`src/rtl/bcd_pkg.sv`:
```
// bcd_pkg: shared BCD conversion defaults and FSM state type.
package bcd_pkg;

    localparam int unsigned NUM_DIGITS_DEF = 11;
    localparam int unsigned BIN_WIDTH_DEF  = 37;

    typedef enum logic [1:0] {
        ST_IDLE  = 2'd0,
        ST_SHIFT = 2'd1,
        ST_DONE  = 2'd2
    } bcd_state_t;

    // A packed BCD nibble is invalid above nine.
    function automatic logic nibble_invalid(input logic [3:0] nib);
        return nib > 4'd9;
    endfunction

endpackage

```
`src/rtl/bcd_to_bin_seq_if.sv`:
```
// bcd_to_bin_seq_if: start/operand request and result bus of the BCD-to-binary converter.
interface bcd_to_bin_seq_if
    import bcd_pkg::*;
#(
    parameter int unsigned NUM_DIGITS = NUM_DIGITS_DEF,
    parameter int unsigned BIN_WIDTH  = BIN_WIDTH_DEF
);

    logic                    start;
    logic [4*NUM_DIGITS-1:0] bcd_in;
    logic                    busy;
    logic                    done;
    logic [BIN_WIDTH-1:0]    bin_out;
    logic                    err;

    modport master (
        output start, bcd_in,
        input  busy, done, bin_out, err
    );

    modport slave (
        input  start, bcd_in,
        output busy, done, bin_out, err
    );

endinterface

```
`src/rtl/bcd_to_bin_seq_digit_sub3.sv`:
```
// bcd_digit_sub3: reverse double-dabble correction for one BCD nibble.
module bcd_digit_sub3 (
    input  logic [3:0] i_nib,
    output logic [3:0] o_nib_c
);

    assign o_nib_c = (i_nib >= 4'd8) ? (i_nib - 4'd3) : i_nib;

endmodule

```
`src/rtl/bcd_to_bin_seq.sv`:
```
// bcd_to_bin_seq: sequential packed-BCD to binary converter (reverse double-dabble).
// Optional macro BCD2BIN_DIGIT_CHECK_EN rejects inputs containing a nibble above nine.
module bcd_to_bin_seq
    import bcd_pkg::*;
#(
    parameter int unsigned NUM_DIGITS = NUM_DIGITS_DEF,
    parameter int unsigned BIN_WIDTH  = BIN_WIDTH_DEF
) (
    input  logic            Clk,
    input  logic            Reset_n,
    bcd_to_bin_seq_if.slave bus
);

    localparam int unsigned BCD_W  = 4 * NUM_DIGITS;
    localparam int unsigned WORK_W = BCD_W + BIN_WIDTH;
    localparam int unsigned CNT_W  = $clog2(BIN_WIDTH + 1);
    localparam logic [CNT_W-1:0] CNT_LAST = CNT_W'(BIN_WIDTH - 1);

    bcd_state_t           r_state, w_state_nxt;
    logic [WORK_W-1:0]    r_work, w_work_nxt, w_work_shr, w_work_corr;
    logic [BCD_W-1:0]     w_bcd_corr;
    logic [CNT_W-1:0]     r_cnt, w_cnt_nxt;
    logic                 r_inv, w_inv_nxt, w_bcd_inv;
    logic                 r_busy, w_busy_nxt;
    logic                 r_done, w_done_nxt;
    logic                 r_err, w_err_nxt;
    logic [BIN_WIDTH-1:0] r_bin, w_bin_nxt;

    // One shift step: shift right, then correct every BCD nibble.
    assign w_work_shr = r_work >> 1;

    for (genvar g = 0; g < NUM_DIGITS; g++) begin : g_digit
        bcd_digit_sub3 u_sub3 (
            .i_nib   (w_work_shr[BIN_WIDTH + 4*g +: 4]),
            .o_nib_c (w_bcd_corr[4*g +: 4])
        );
    end

    assign w_work_corr = {w_bcd_corr, w_work_shr[BIN_WIDTH-1:0]};

`ifdef BCD2BIN_DIGIT_CHECK_EN
    always_comb begin
        w_bcd_inv = 1'b0;
        for (int i = 0; i < int'(NUM_DIGITS); i++) begin
            if (nibble_invalid(bus.bcd_in[4*i +: 4])) w_bcd_inv = 1'b1;
        end
    end
`else
    assign w_bcd_inv = 1'b0;
`endif

    // Outputs are registered from the current state, so they trail it by one edge.
    always_comb begin
        w_state_nxt = r_state;
        w_work_nxt  = r_work;
        w_cnt_nxt   = r_cnt;
        w_inv_nxt   = r_inv;
        w_busy_nxt  = (r_state != ST_IDLE);
        w_done_nxt  = 1'b0;
        w_err_nxt   = r_err;
        w_bin_nxt   = r_bin;

        case (r_state)
            ST_IDLE: begin
                if (bus.start) begin
                    w_work_nxt  = {bus.bcd_in, {BIN_WIDTH{1'b0}}};
                    w_cnt_nxt   = '0;
                    w_inv_nxt   = w_bcd_inv;
                    w_state_nxt = w_bcd_inv ? ST_DONE : ST_SHIFT;
                end
            end
            ST_SHIFT: begin
                w_work_nxt = w_work_corr;
                w_cnt_nxt  = r_cnt + CNT_W'(1);
                if (r_cnt == CNT_LAST) w_state_nxt = ST_DONE;
            end
            ST_DONE: begin
                w_done_nxt  = 1'b1;
                w_err_nxt   = r_inv;
                w_bin_nxt   = r_inv ? '0 : r_work[BIN_WIDTH-1:0];
                w_state_nxt = ST_IDLE;
            end
            default: w_state_nxt = ST_IDLE;
        endcase
    end

    always_ff @(posedge Clk) begin
        if (!Reset_n) begin
            r_state <= ST_IDLE;
            r_work  <= '0;
            r_cnt   <= '0;
            r_inv   <= 1'b0;
            r_busy  <= 1'b0;
            r_done  <= 1'b0;
            r_err   <= 1'b0;
            r_bin   <= '0;
        end else begin
            r_state <= w_state_nxt;
            r_work  <= w_work_nxt;
            r_cnt   <= w_cnt_nxt;
            r_inv   <= w_inv_nxt;
            r_busy  <= w_busy_nxt;
            r_done  <= w_done_nxt;
            r_err   <= w_err_nxt;
            r_bin   <= w_bin_nxt;
        end
    end

    assign bus.busy    = r_busy;
    assign bus.done    = r_done;
    assign bus.err     = r_err;
    assign bus.bin_out = r_bin;

endmodule

```
`src/flat_wrapper.sv`:
```
// flat-port wrapper written by rule: the top's interface ports become plain ports
module bcd_to_bin_seq_flat import bcd_pkg::*;
#(
    parameter int unsigned NUM_DIGITS = NUM_DIGITS_DEF,
    parameter int unsigned BIN_WIDTH  = BIN_WIDTH_DEF
)
  (Clk, Reset_n, bus_start, bus_bcd_in, bus_busy, bus_done, bus_bin_out, bus_err);
  bcd_to_bin_seq_if #(.NUM_DIGITS(NUM_DIGITS), .BIN_WIDTH(BIN_WIDTH)) bus_i ();
  input  logic Clk;
  input  logic Reset_n;
  input wire logic [$bits(bus_i.start)-1:0] bus_start;
  input wire logic [$bits(bus_i.bcd_in)-1:0] bus_bcd_in;
  output wire logic [$bits(bus_i.busy)-1:0] bus_busy;
  output wire logic [$bits(bus_i.done)-1:0] bus_done;
  output wire logic [$bits(bus_i.bin_out)-1:0] bus_bin_out;
  output wire logic [$bits(bus_i.err)-1:0] bus_err;
  assign bus_i.start = bus_start;
  assign bus_i.bcd_in = bus_bcd_in;
  assign bus_busy = bus_i.busy;
  assign bus_done = bus_i.done;
  assign bus_bin_out = bus_i.bin_out;
  assign bus_err = bus_i.err;
  bcd_to_bin_seq #(.NUM_DIGITS(NUM_DIGITS), .BIN_WIDTH(BIN_WIDTH)) u_core (.Clk(Clk), .Reset_n(Reset_n), .bus(bus_i));
endmodule
```
`config.mk`:
```
export PLATFORM = sky130hd
export DESIGN_NAME = bcd_to_bin_seq_flat
export DESIGN_NICKNAME = d
export VERILOG_FILES = /design/src/rtl/bcd_pkg.sv /design/src/rtl/bcd_to_bin_seq_if.sv /design/src/rtl/bcd_to_bin_seq_digit_sub3.sv /design/src/rtl/bcd_to_bin_seq.sv /design/src/flat_wrapper.sv
export SDC_FILE = /design/constraint.sdc
export NUM_CORES = 1
export LEC_CHECK = 0
export BUFFER_PORTS_ARGS = -buffer_cell sky130_fd_sc_hd__buf_2
export CAP_MARGIN = 20
export CORE_MARGIN = 4
export CORE_UTILIZATION = 25
export DETAILED_ROUTE_END_ITERATION = 6
export HOLD_SLACK_MARGIN = 0.08
export PLACE_DENSITY = 0.4
export SLEW_MARGIN = 20
export SYNTH_ARGS = -nofsm -noshare
export SYNTH_HDL_FRONTEND = slang
export SYNTH_HIERARCHICAL = 1
export SYNTH_SLANG_ARGS = --single-unit
```
`constraint.sdc`:
```
create_clock -name Clk -period 1.4 [get_ports Clk]
set_input_delay 0 -clock Clk [delete_from_list [all_inputs] [get_ports Clk]]
set_output_delay 0 -clock Clk [all_outputs]
set_load 0.02 [all_outputs]
```
==> key figures <==
Cells and area
  – Antenna cell count: 0
  – Number of nets in the finished design: 844
  – Area overhead of the layout relative to synthesis: 33.4%
  – Fraction of layout instances using a drive strength above 1: 22.7%
  – Area occupied by multi-input gates: 2870 um^2
  – Sequential cell area: 2580 um^2
  – Utilization after layout: 33.8%
  – Count of filler cells inserted in the layout: 2375
  – Non-filler instance count after layout: 1070

Logic synthesis
  – Biggest area contributors in the synthesized netlist: dfxtp_1 45%, nand2_1 8.3%, a22o_1 6.0%
  – Cells after synthesis: 642
  – Combined area of all synthesized cells: 5720 um^2
  – Synthesis-stage register bit count: 128
  – Synthesized area divided by synthesized cell count: 8.90 um^2
  – Most area-hungry cell type in the Yosys netlist: dfxtp_1
  – Share of the yosys chip area belonging to registers: 44.8%
  – Proportion of synthesized flip-flops having asynchronous set or reset: 0%
  – Post-synth cell types: 34
  – Proportion of netlist area held by the largest area contributor: 44.8%
  – Top FF cell, synth: dfxtp_1
  – Number of enable flip-flop cells after synthesis: 0
  – Count leader, synth: dfxtp_1
  – Most frequent cells after synthesis: 128 x dfxtp_1, 127 x nand2_1, 39 x a22o_1, 37 x a21boi_0, 31 x o21ai_0
  – Yosys warnings: 6

Floorplanning
  – Area of the die: 25300 um^2
  – Top-Level Pins: 87
  – Starting density of the core: 25.3%
  – Die height: 159 um
  – Number of placement rows: 55
  – Core area: 22600 um^2
  – Die Wd: 159 um

Timing
  – Total count of hold-check failures in the final report: 0
  – Unrepaired setup endpoints after global routing: true
  – Clock tree skew after final layout: 0.00771 ns
  – Final setup violating endpoints: 0
  – Final slew viol count: 0
  – Portion of the clock cycle consumed by the worst path in the final layout: 96.9%
  – Final worst setup slack: 0.0432 ns
  – Max Freq: 737 MHz
  – Final critical-path required period: 1.36 ns
  – Final total negative setup slack: 0 ns

Clocking
  – CTS tree: yes
  – Clock-pin transition on the worst setup and hold timing paths: 0.06 ns
  – Post-CTS Setup Repair Bufs: 0
  – Clock root buffer: clkbuf_16
  – Cts bufs inserted: 17
  – H-Tree Depth: 4
  – Max Buffers Root-to-Sink: 2
  – Num Clock Sinks: 128
  – Worst skew pair latency: 0.42 ns

Place
  – Detailed placement HPWL: 9170 um
  – Dpl cells: 994
  – Final weighted congestion in routability-driven placement: 0.735
  – Buffers added on ports: 85
  – Setup WS pre-CTS: -0.0439 ns

Drt
  – Final routed wirelength across all metal layers: 14100 um
  – Antenna-violating nets left: 0
  – DRC violation count after routing: 0
  – Avg WL per Cell: 13.2 um
  – Number of DRC violations after detailed-routing iteration 0: 221
  – Total vias in the final route: 4759
  – DR vias/cell: 4.45
  – First-pass DRT Iterations: 4

Worst setup path
  – Arrival time reported for the critical path endpoint: 1.66 ns
  – Critical Path Start Type: register
  – Crit Path Category: reg -> reg
  – Critical Path Fanout Max: 4
  – Endpoint kind of the worst setup timing path: register
  – Data required time at the worst endpoint: 1.70 ns

Power and ir drop
  – Pwr Total: 9.43 mW
  – Leakage power: 3.18 nW
  – Power density over cell area: 1240 nW/um^2
  – Max VDD drop: 0.512 mV

Global routing
  – GRT Residual Overflow: 0
  – Global-route wire length before repair: 23800 um
  – GR Util All Layers: 11.4%
  – Number of global-route vias before repair: 4782
  – Antenna violations before repair: 0
  – Pin count of the biggest net entering global routing: 58

Outcome
  – Result of the run: completed

Hold path
  – Hold Path Class: in -> reg

Run
  – Max-Cap Viols: 0
## repair_timing
action,CTS,global route
hold buffers,44,0
resized for setup,6,16
pin swaps,0,1
endpoints found under the hold margin,44,0
endpoints found under the setup margin,31,71
gates cloned,0,1
## sequential cells by signal, indices dropped and copies added, names as in the netlist
| signal | count |
|---|---|
| u_core/bus.bin_out | 37 |
| u_core/bus.busy | 1 |
| u_core/r_work | 81 |
| u_core/r_state | 2 |
| u_core/bus.done | 1 |
| u_core/r_cnt | 6 |
## layout by cell type, fill, tap and decap left out, types with 2 or more instances in the layout
cell             n
buf_6            3
nand4_1          2
inv_1           22
xnor2_1         12
a21oi_1         26
clkinv_2         2
buf_2           85
nor2b_4          2
dlygate4sd3_1   44
a21boi_0        37
clkbuf_8         3
a221o_1          9
o221a_2         15
nor2b_1         26
dfxtp_2          8
conb_1           6
o21ai_0         30
a31oi_1         20
and2_1          11
inv_2            2
a22o_1          39
nand3_1          3
dfxtp_1        119
ha_1            24
inv_6            2
mux2i_1          3
nor2_1          17
clkinv_4         4
clkbuf_16       18
clkinvlp_4       2
buf_12           5
xor2_1          11
nand2b_1        13
nand2_1        127
buf_4           16
## layer usage
layer / part of all wire, % / wire length, um / track usage (%)
met5: 0 / 0 / 0
met4: 1.6 / 220 / 4.10
met3: 3.5 / 495 / 3.21
met2: 47 / 6590 / 18.8
met1: 48 / 6780 / 14.2
## per-stage QoR
step,instance area [um^2],hold WS (ns)
finish,7620,0.0805
global route,7620,0.0953
CTS,7560,0.0897
detailed placement,6530,0.270
global placement,6530,0.266
floorplan,5730,0.154
## power breakdown
group	internal [mW]	switching [mW]	total (mW)	leakage, nW
Sequential	3.81	0.187	4.00	1.05
Clock	2.59	1.70	4.28	0.279
Combinational	0.590	0.559	1.15	1.85
## path summary, 6_finish.rpt
kind | cells past startpoint | startpoint | slack (ns) | to
worst max-delay path | 7 | u_core/r_work[55]$_SDFFE_PN0P_ | 0.04 | u_core/r_work[54]$_SDFFE_PN0P_
worst min-delay path | 4 | bus_bcd_in[0] | 0.08 | u_core/r_work[37]$_SDFFE_PN0P_
worst max register to register | 7 | u_core/r_work[55]$_SDFFE_PN0P_ | 0.04 | u_core/r_work[54]$_SDFFE_PN0P_
worst min register to register | 2 | u_core/bus.bin_out[24]$_SDFFE_PN0P_ | 0.46 | u_core/bus.bin_out[24]$_SDFFE_PN0P_
## area by class of cell
type / instances / share of cell area [%]
Timing Repair Buffer: 155 / 15.2
Clock inverter: 11 / 1.41
Tap cell: 285 / 4.68
Inverter: 24 / 1.18
Multi-Input combinational cell: 447 / 37.6
Clock buffer: 20 / 6.12
Sequential cell: 128 / 33.8
## critical path, stage by stage (launching register included)
cell	delay (ns)
dfxtp_2	0.35
inv_1	0.07
ha_1	0.28
nand2_1	0.07
o21ai_1	0.06
nor2b_1	0.14
a21oi_2	0.05
o221a_2	0.23
## cells by family (layout without fill, tap and decap cells)
logic type               count (synthesis)  in the layout  share of synthesized area [%]
XOR/XNOR                                23             23                           3.52
adder cells (fa/ha/maj)                 24             24                           5.25
buffers and inverters                   72            210                           5.85
other                                    1              6                         0.0656
AND/OR/NAND/NOR                        209            209                           16.7
multiplexers                             3              3                          0.525
AO/OA/AOI/OAI                          182            182                           23.2
flip-flops                             128            128                           44.8
Note: power is estimated with default switching activity, not from simulation.
